File: config.mk
export PLATFORM = sky130hd
export DESIGN_NAME = mdu_arbiter
export DESIGN_NICKNAME = d
export VERILOG_FILES = /design/src/rtl/mdu_arbiter_pkg.sv /design/src/rtl/mdu_rr_arbiter.sv /design/src/rtl/mdu_arbiter.sv
export SDC_FILE = /design/constraint.sdc
export NUM_CORES = 1
export LEC_CHECK = 0
export ABC_AREA = 1
export CAP_MARGIN = 15
export CORE_AREA = 2 2 146 148
export CTS_BUF_LIST = sky130_fd_sc_hd__clkbuf_2
export CTS_CLUSTER_SIZE = 40
export DETAILED_ROUTE_END_ITERATION = 8
export DIE_AREA = 0 0 148 150
export MAX_ROUTING_LAYER = met4
export PLACE_DENSITY = 0.69
export SYNTH_ARGS = -nofsm -noshare
export SYNTH_HDL_FRONTEND = slang
export SYNTH_SLANG_ARGS = --single-unit
File: constraint.sdc
create_clock -name clk -period 3.7 [get_ports clk]
set_input_delay 0.555 -clock clk [delete_from_list [all_inputs] [get_ports clk]]
set_output_delay 0.555 -clock clk [all_outputs]
set_load 0.02 [all_outputs]
File: src/rtl/mdu_arbiter_pkg.sv
// Shared types for the MDU arbiter: funct3 codes, FSM states,
// reuse key classes and the funct3-driven result select.
package mdu_arbiter_pkg;

    localparam int XLEN = 32;

    localparam logic [2:0] F3_MUL    = 3'b000;
    localparam logic [2:0] F3_MULH   = 3'b001;
    localparam logic [2:0] F3_MULHSU = 3'b010;
    localparam logic [2:0] F3_MULHU  = 3'b011;
    localparam logic [2:0] F3_DIV    = 3'b100;
    localparam logic [2:0] F3_DIVU   = 3'b101;
    localparam logic [2:0] F3_REM    = 3'b110;
    localparam logic [2:0] F3_REMU   = 3'b111;

    typedef enum logic [1:0] {
        ST_IDLE,
        ST_ISSUE,
        ST_WAIT,
        ST_RESP
    } state_e;

    typedef enum logic [2:0] {
        KEY_MS,
        KEY_MSU,
        KEY_MU,
        KEY_DS,
        KEY_DU
    } key_e;

    // Ops sharing a key class produce identical MDU outputs for equal operands
    function automatic key_e key_class(input logic [2:0] f3);
        key_e k;
        case (f3)
            F3_MUL, F3_MULH: k = KEY_MS;
            F3_MULHSU:       k = KEY_MSU;
            F3_MULHU:        k = KEY_MU;
            F3_DIV, F3_REM:  k = KEY_DS;
            default:         k = KEY_DU;
        endcase
        return k;
    endfunction

    function automatic logic [XLEN-1:0] sel_result(
        input logic [2:0]        f3,
        input logic [2*XLEN-1:0] prod,
        input logic [XLEN-1:0]   quo,
        input logic [XLEN-1:0]   rem
    );
        logic [XLEN-1:0] r;
        case (f3)
            F3_MUL:                      r = prod[XLEN-1:0];
            F3_MULH, F3_MULHSU, F3_MULHU: r = prod[2*XLEN-1:XLEN];
            F3_DIV, F3_DIVU:             r = quo;
            default:                     r = rem;
        endcase
        return r;
    endfunction

endpackage

File: src/rtl/mdu_rr_arbiter.sv
// Combinational round-robin grant: first requester at or
// after the pointer, searching cyclically.
module mdu_rr_arbiter #(
    parameter int NUM_REQ = 2
) (
    input  logic [NUM_REQ-1:0] req_i,
    input  logic [1:0]         ptr_i,
    output logic [NUM_REQ-1:0] grant_o,
    output logic [1:0]         idx_o,
    output logic               any_o
);

    always_comb begin
        grant_o = '0;
        idx_o   = '0;
        any_o   = 1'b0;
        for (int i = 0; i < NUM_REQ; i++) begin
            for (int j = 0; j < NUM_REQ; j++) begin
                if (!any_o && req_i[j] &&
                    ((int'(ptr_i) + i) % NUM_REQ) == j) begin
                    any_o      = 1'b1;
                    grant_o[j] = 1'b1;
                    idx_o      = 2'(j);
                end
            end
        end
    end

endmodule

File: src/rtl/mdu_arbiter.sv
// Round-robin share of one mdu_macro between NUM_REQ requesters.
// Optional MDU_ARB_REUSE_EN adds a one-entry result reuse buffer.
module mdu_arbiter
    import mdu_arbiter_pkg::*;
#(
    parameter int NUM_REQ = 2
) (
    input  logic                      clk,
    input  logic                      rst,
    input  logic [NUM_REQ-1:0]        req_valid,
    output logic [NUM_REQ-1:0]        req_ready,
    input  logic [3*NUM_REQ-1:0]      req_funct3,
    input  logic [XLEN*NUM_REQ-1:0]   req_a,
    input  logic [XLEN*NUM_REQ-1:0]   req_b,
    output logic [NUM_REQ-1:0]        rsp_valid,
    input  logic [NUM_REQ-1:0]        rsp_ready,
    output logic [XLEN-1:0]           rsp_data,
    output logic                      mdu_start,
    output logic                      mdu_ack,
    output logic [2:0]                mdu_funct3,
    output logic [XLEN-1:0]           mdu_a,
    output logic [XLEN-1:0]           mdu_b,
    input  logic                      mdu_busy,
    input  logic                      mdu_done,
    input  logic [2*XLEN-1:0]         mdu_product,
    input  logic [XLEN-1:0]           mdu_quotient,
    input  logic [XLEN-1:0]           mdu_remainder,
    output logic                      arb_busy
);

    state_e          state_q, state_d;
    logic [1:0]      rr_q, rr_d;
    logic [1:0]      owner_q, owner_d;
    logic [2:0]      f3_q, f3_d;
    logic [XLEN-1:0] a_q, a_d;
    logic [XLEN-1:0] b_q, b_d;
    logic [XLEN-1:0] data_q, data_d;

    logic [NUM_REQ-1:0] grant;
    logic [1:0]         gidx;
    logic               gany;
    logic [2:0]         g_f3;
    logic [XLEN-1:0]    g_a;
    logic [XLEN-1:0]    g_b;
    logic               rsp_ack;
    logic               hit;
    logic [XLEN-1:0]    hit_data;

    mdu_rr_arbiter #(.NUM_REQ(NUM_REQ)) u_rr (
        .req_i   (req_valid),
        .ptr_i   (rr_q),
        .grant_o (grant),
        .idx_o   (gidx),
        .any_o   (gany)
    );

    always_comb begin
        g_f3    = '0;
        g_a     = '0;
        g_b     = '0;
        rsp_ack = 1'b0;
        for (int i = 0; i < NUM_REQ; i++) begin
            if (gidx == 2'(i)) begin
                g_f3 = req_funct3[3*i +: 3];
                g_a  = req_a[XLEN*i +: XLEN];
                g_b  = req_b[XLEN*i +: XLEN];
            end
            if (owner_q == 2'(i)) begin
                rsp_ack = rsp_ready[i];
            end
        end
    end

`ifdef MDU_ARB_REUSE_EN
    logic              buf_v_q;
    logic [XLEN-1:0]   buf_a_q;
    logic [XLEN-1:0]   buf_b_q;
    key_e              buf_k_q;
    logic [2*XLEN-1:0] buf_p_q;
    logic [XLEN-1:0]   buf_quo_q;
    logic [XLEN-1:0]   buf_rem_q;

    always_ff @(posedge clk) begin
        if (rst) begin
            buf_v_q   <= 1'b0;
            buf_a_q   <= '0;
            buf_b_q   <= '0;
            buf_k_q   <= KEY_MS;
            buf_p_q   <= '0;
            buf_quo_q <= '0;
            buf_rem_q <= '0;
        end else if (state_q == ST_WAIT && mdu_done) begin
            buf_v_q   <= 1'b1;
            buf_a_q   <= a_q;
            buf_b_q   <= b_q;
            buf_k_q   <= key_class(f3_q);
            buf_p_q   <= mdu_product;
            buf_quo_q <= mdu_quotient;
            buf_rem_q <= mdu_remainder;
        end
    end

    assign hit = buf_v_q && buf_a_q == g_a && buf_b_q == g_b &&
                 buf_k_q == key_class(g_f3);
    assign hit_data = sel_result(g_f3, buf_p_q, buf_quo_q, buf_rem_q);
`else
    assign hit      = 1'b0;
    assign hit_data = '0;
`endif

    always_comb begin
        state_d   = state_q;
        rr_d      = rr_q;
        owner_d   = owner_q;
        f3_d      = f3_q;
        a_d       = a_q;
        b_d       = b_q;
        data_d    = data_q;
        req_ready = '0;
        unique case (state_q)
            ST_IDLE: begin
                if (gany && !mdu_busy && !rst) begin
                    req_ready = grant;
                    owner_d   = gidx;
                    f3_d      = g_f3;
                    a_d       = g_a;
                    b_d       = g_b;
                    rr_d      = (gidx == 2'(NUM_REQ - 1)) ? 2'd0 : gidx + 2'd1;
                    if (hit) begin
                        data_d  = hit_data;
                        state_d = ST_RESP;
                    end else begin
                        state_d = ST_ISSUE;
                    end
                end
            end
            ST_ISSUE: state_d = ST_WAIT;
            ST_WAIT: begin
                if (mdu_done) begin
                    data_d  = sel_result(f3_q, mdu_product,
                                         mdu_quotient, mdu_remainder);
                    state_d = ST_RESP;
                end
            end
            ST_RESP: begin
                if (rsp_ack) state_d = ST_IDLE;
            end
        endcase
    end

    always_ff @(posedge clk) begin
        if (rst) begin
            state_q <= ST_IDLE;
            rr_q    <= '0;
            owner_q <= '0;
            f3_q    <= '0;
            a_q     <= '0;
            b_q     <= '0;
            data_q  <= '0;
        end else begin
            state_q <= state_d;
            rr_q    <= rr_d;
            owner_q <= owner_d;
            f3_q    <= f3_d;
            a_q     <= a_d;
            b_q     <= b_d;
            data_q  <= data_d;
        end
    end

    always_comb begin
        rsp_valid = '0;
        for (int i = 0; i < NUM_REQ; i++) begin
            rsp_valid[i] = (state_q == ST_RESP) && (owner_q == 2'(i));
        end
    end

    assign mdu_start  = (state_q == ST_ISSUE);
    assign mdu_ack    = (state_q == ST_WAIT) && mdu_done;
    assign mdu_funct3 = f3_q;
    assign mdu_a      = a_q;
    assign mdu_b      = b_q;
    assign rsp_data   = data_q;
    assign arb_busy   = (state_q != ST_IDLE);

endmodule

Yosys cells after proc, flatten, opt, wreduce, memory -nomap -nowiden
Index checks and enable logic that the tools add are counted.

Flip-flop bits (word level): 104. Word-level logic and storage cells: 79. Output and inout bits: 106. Input bits: 270.

Reduce and logical (&&, ||, !) cells: 29. Muxes and demuxes: 26. Bitwise gates (word level): 1. $add $sub $neg: 2. Equal/unequal tests: 14.

Operator list (count): $mux W32 (4); $pmux W32 S3 (1); $logic_not A32 Y1 (2); $mux W1 (13); $logic_and A1 B1 Y1 (12); $mux W2 (5); $pmux W2 S4 (1); $eq A2 B1 Y1 const B (3); $eq A2 B2 Y1 const B (3); $eq A3 B2 Y1 const B (2); $eq A3 B3 Y1 const B (2); $logic_not A2 Y1 (3); $mux W3 (2); $ne A2 B2 Y1 const B (3); $logic_not A1 Y1 (5); $reduce_and A2 Y1 (2); $eq A3 B1 Y1 const B (1); $logic_not A3 Y1 (1); $reduce_and A3 Y1 (1); $reduce_or A3 Y1 (1); $add A1 B1 Y1 const B (2); $reduce_bool A2 Y1 (1); $reduce_or A2 Y1 (1); $and A1 B1 Y1 const A (1).

Logic depth before layout (Yosys ltp)
Depth after elaboration: 19. Gate-level depth with buffers: 9. Gate-level depth less buffers: 8.

Cells and area by module
Synthesis repeated with hierarchy kept, for this count alone.

Cells, all modules: 912. Area, all modules: 5806.8 µm².

By module, submodules not included: mdu_arbiter (area each 5765.5 µm², cells each 903, seq. area each 2102.0 µm², instances 1); mdu_rr_arbiter (area each 41.3 µm², cells each 9, seq. area each 0.0 µm², instances 1).

Worst setup path before layout
No wires, ideal clock.

Kind: input port to output port. From: input rst. To: output req_ready[0]. Buffers on the path: 2. Arrival: 1.489 ns. Setup slack: 1.656 ns. Required time: 3.145 ns. Cell stages on the path: 5. Cells stage by stage: buf_2 > nor2_4 > nand3_4 > buf_2 > a21oi_1.

Word-level cells in the longest chain between the ends: 4.

Ends and longest elaborated chain: start: declaration (RTL line mdu_arbiter.sv:9) `input logic rst,`; $logic_not A1 Y1 (RTL line mdu_arbiter.sv:122) `if (gany && !mdu_busy && !rst) begin`; $logic_and A1 B1 Y1 (RTL line mdu_arbiter.sv:122); $mux W2 (RTL line mdu_arbiter.sv:122); $mux W2 (RTL line mdu_arbiter.sv:120) `unique case (state_q)`; end: declaration (RTL line mdu_arbiter.sv:11) `output logic [NUM_REQ-1:0] req_ready,`.

No other way between the ends.

Worst setup path after layout
From: register state_q[1]. To: output req_ready[0].

Word-level cells in the longest chain between the ends: 2.

Ends and longest elaborated chain: start: declaration (RTL line mdu_arbiter.sv:31) `state_e state_q, state_d;`; start signal: assignment (RTL line mdu_arbiter.sv:161) `state_q <= state_d;`; $logic_not A2 Y1 (RTL line mdu_arbiter.sv:120); $mux W2 (RTL line mdu_arbiter.sv:120).

No other way between the ends.

==> results <==
- The run finished with clean final reports.
- Data arrives at the worst endpoint at 2270 ps.
- The H-tree was split into 3 levels.
- The worst-case vdd ir drop is between 0.15 and 0.2 mV.
- The met2 capacity usage during global routing is 36.0%.
- The highest achievable clock rate is 0.354 GHz.
- By count the netlist is led by sky130_fd_sc_hd__nand2_1, sky130_fd_sc_hd__nand3_1, sky130_fd_sc_hd__dfxtp_1.
- The clock buffer count from CTS is 9.
- In this run the power density over the cells is approximately 360 nW/um2.
- In the routed design, unresolved DRC markers number 0.
- The largest individual stage delay along the critical path comes from the cell sky130_fd_sc_hd__clkdlybuf4s50_1.
- After clock tree synthesis, the setup repair step added 0 buffers.
- The total power after layout is ~3500 uW.
- Once detail routing completed, the nets flagged for antenna violations numbered 0.
- Clock-pin slew was measured on the worst setup and hold paths at a little under 300 ps.
- Global routing used between 20% and 30% of the available tracks.
- In this run the most used layer during global routing was met2.
- The global placer's final weighted congestion is around 0.82.
- The proportion of register bits with asynchronous set or reset after synthesis is 0%.
- The core outline area is a little over 20000 um2.
- STA classifies the critical path endpoint as a primary output.
- The number of ports placed on the die boundary is ~380.
- In this run, the number of DRC markers left after iteration 0 of detailed routing was about 340.
- The type of the worst setup path is flop to primary output.
- In this run the deepest clock path goes through 2 buffers.
- The tree is rooted in a sky130_fd_sc_hd__clkbuf_2.
- The dominant synthesized flop cell is sky130_fd_sc_hd__dfxtp_1.
- The share of synthesized area in the top cell type comes to a little over a third.
- Across all hold checks on the routed design, the worst slack comes to 335 ps.
- Summed over all instances, the cell type with the most area after synthesis is sky130_fd_sc_hd__dfxtp_1.
- In the final timing run, aggregate negative setup slack is 0 ps.
- After detailed routing, the number of vias per cell comes to about 4.7.
- Across the routed clock network, the largest skew measured is between 40 and 50 ps.
- After global routing the overflow that remains totals 0.
- The mean instance size in the synthesized netlist is around 6.3 um2.
- The cell area that synthesis handed to floorplanning was about 5700 um2.
- Sequential cells were found to cover 36.4% of the synthesized design area.
- For this design the static power due to leakage is ~0.0038 uW.
- The net count after synthesis is about 1.2k.
- Clock latency on the worst-skew pair, taken at its later pin, is about 600 ps.
- The number of pins exceeding their max-slew limit in the final report is 0.
- The Yosys step of the flow raised 0 warnings.
- The CTS tree is done.
- The initial antenna violation count is 2.
- The number of standard-cell rows in the floorplan is between 50 and 60.
- The die covers 22200 um2.
- Walking the worst path, the cells encountered are inv_1 > ha_1 > nand3_4 > a21oi_1 > clkdlybuf4s50_1.
- The number of gates resized after cts is 0.
- Setup repair after global routing left no endpoint under its margin.
- Clock tree synthesis found a total of between 100 and 150 sinks.
- Broken down by cell family, the worst path's largest delay share belongs to buffers and inverters.
- Max-cap violations in this run came to 0.
- Setup violations remaining at the end of the flow were counted as 0.
- In this run the tightest slew margin relative to its limit is 31.6%.
- The end-of-flow core utilization is a little under half.
- Synthesis produced between 800 and 900 cells.
- Yosys attributes the largest share of cell area to sky130_fd_sc_hd__dfxtp_1, sky130_fd_sc_hd__nand2_1, sky130_fd_sc_hd__nand3_1, sky130_fd_sc_hd__a21oi_1, sky130_fd_sc_hd__o21ai_0.
- In this run, synthesis produced a sequential element count of 103.
- The die outline width is 148 um.
- The routed wire length per instance is roughly 16 um.
- The worst endpoint required time is about 3100 ps.
- The global-route track usage on met1 is between 20% and 30%.
- The count of flip-flops with a built-in enable after synthesis is 0.
- The area added between synthesis and finish is 70.3%.
- The first global-routing pass estimated around 36000 um of wire.
- For the pin with the worst max-slew slack, the measured transition is 1020 ps.
- The cell with the most instances after synthesis is sky130_fd_sc_hd__nand2_1.
- The largest net degree at the start of global routing is 69.
- The first detailed-routing pass ran for 4 iterations.
- The via count of the first global-routing pass is ~6.7k.
- The count of buffers added on input and output ports is approximately 380.
- On the worst path, the slowest cell contributes a delay of 630 ps.
- The initial utilization of the core area, before any placement, comes to between 20% and 30%.
- The wire length reported by the detailed router is ~24000 um.
- The launching element type of the critical path is a flop.
- The post-route clock period utilization is roughly three quarters.
- The critical path contains buffers and inverters numbering 2 combined.
- The number of hold buffers added after CTS was 0.
- The type of the tightest min-delay check is input pin to flop.
- The met3 usage is roughly 6.9%.
- The maximum net fanout on the critical path is 5.
- The number of library cell types mapped by synthesis is 24.
- After legalization and detailed placement, the total HPWL measured 17800 um.
- The layout net count is 1487.
- The die is around 150 um tall.
- The final count of hold timing violations is 0.
- The worst path needs around 2800 ps of the cycle, external delays included.
- The vias after detailed routing is between 7k and 8k.
- The fraction of final layout cells sized beyond drive strength 1 is around 5.3%.
[state kept, by name, indices dropped and copies added (netlist names)]
register	count
mdu_a	32
mdu_b	32
mdu_funct3	3
owner_q	1
rr_q	1
rsp_data	32
state_q	2
[routing by layer]
metal | part of all wire [%] | vias to the layer above
met5 | 0 | -
met4 | 1.9 | 0
met3 | 9.6 | 27
met2 | 50 | 285
met1 | 39 | 3186
li1 | - | 3573
[stage by stage]
step	instances	instance area, um2	worst slack [ps]
after floorplan	892	5660	1660
after global placement	1477	9490	1060
after detailed placement	1477	9490	1030
after CTS	1492	9630	764
after global routing	1494	9640	653
final	1494	9640	876
[cell usage in the layout (no fill, tap or decap), types with 3 or more instances in the layout]
cell type,n
sky130_fd_sc_hd__inv_6,3
sky130_fd_sc_hd__clkbuf_2,9
sky130_fd_sc_hd__or2_2,25
sky130_fd_sc_hd__buf_4,11
sky130_fd_sc_hd__nor2_1,8
sky130_fd_sc_hd__or2_0,8
sky130_fd_sc_hd__a21oi_1,101
sky130_fd_sc_hd__dfxtp_1,103
sky130_fd_sc_hd__clkdlybuf4s50_1,373
sky130_fd_sc_hd__inv_2,5
sky130_fd_sc_hd__ha_1,4
sky130_fd_sc_hd__inv_1,12
sky130_fd_sc_hd__nand2_2,3
sky130_fd_sc_hd__o21ai_0,64
sky130_fd_sc_hd__nand2_1,311
sky130_fd_sc_hd__nand3_1,165
[worst register-to-register path: cells and delay by family (launching register included)]
| kind | cells | cell delay, ps |
|---|---|---|
| and+or+nand+nor | 3 | 1330 |
| AOI/OAI and AO/OA | 1 | 60 |
| DFF | 1 | 790 |
[final timing paths]
kind / cells past startpoint / start / endpoint / slack [ps]
setup / recovery: 5 / state_q[1]$_SDFFE_PP0P_ / req_ready[0] / 880
hold / removal: 3 / req_valid[1] / owner_q[0]$_SDFFE_PP0P_ / 330
setup reg to reg: 4 / mdu_funct3[1]$_SDFFE_PP0P_ / rsp_data[8]$_SDFFE_PP0P_ / 1440
hold reg to reg: 2 / mdu_a[22]$_SDFFE_PP0P_ / mdu_a[22]$_SDFFE_PP0P_ / 480
[logic make-up (layout without fill, tap and decap cells)]
family,Yosys count,in the layout,share of synthesized area [%]
AND/OR/NAND/NOR,524,524,40.4
AO/OA/AOI/OAI,167,167,14.8
flip-flops,103,103,36.4
buffers and inverters,94,419,7.47
adder cells (fa/ha/maj),4,4,0.885
other,0,2,0
[area by class of cell]
class,count,area (um2)
well taps,275,344
flip-flops and latches,103,2060
fillers,2104,11100
clock buffers,9,45.0
repair buffers,387,3850
inverters,17,63.8
multi-input cells,695,3180
diodes,2,5.00
clock inverters,6,91.3
[where the power goes]
group | switching [uW] | internal (uW) | total, uW
Clock | 406 | 227 | 633
Combinational | 801 | 708 | 1510
Sequential | 78.4 | 1250 | 1330
No activity file was read; power rests on OpenSTA's default activity.
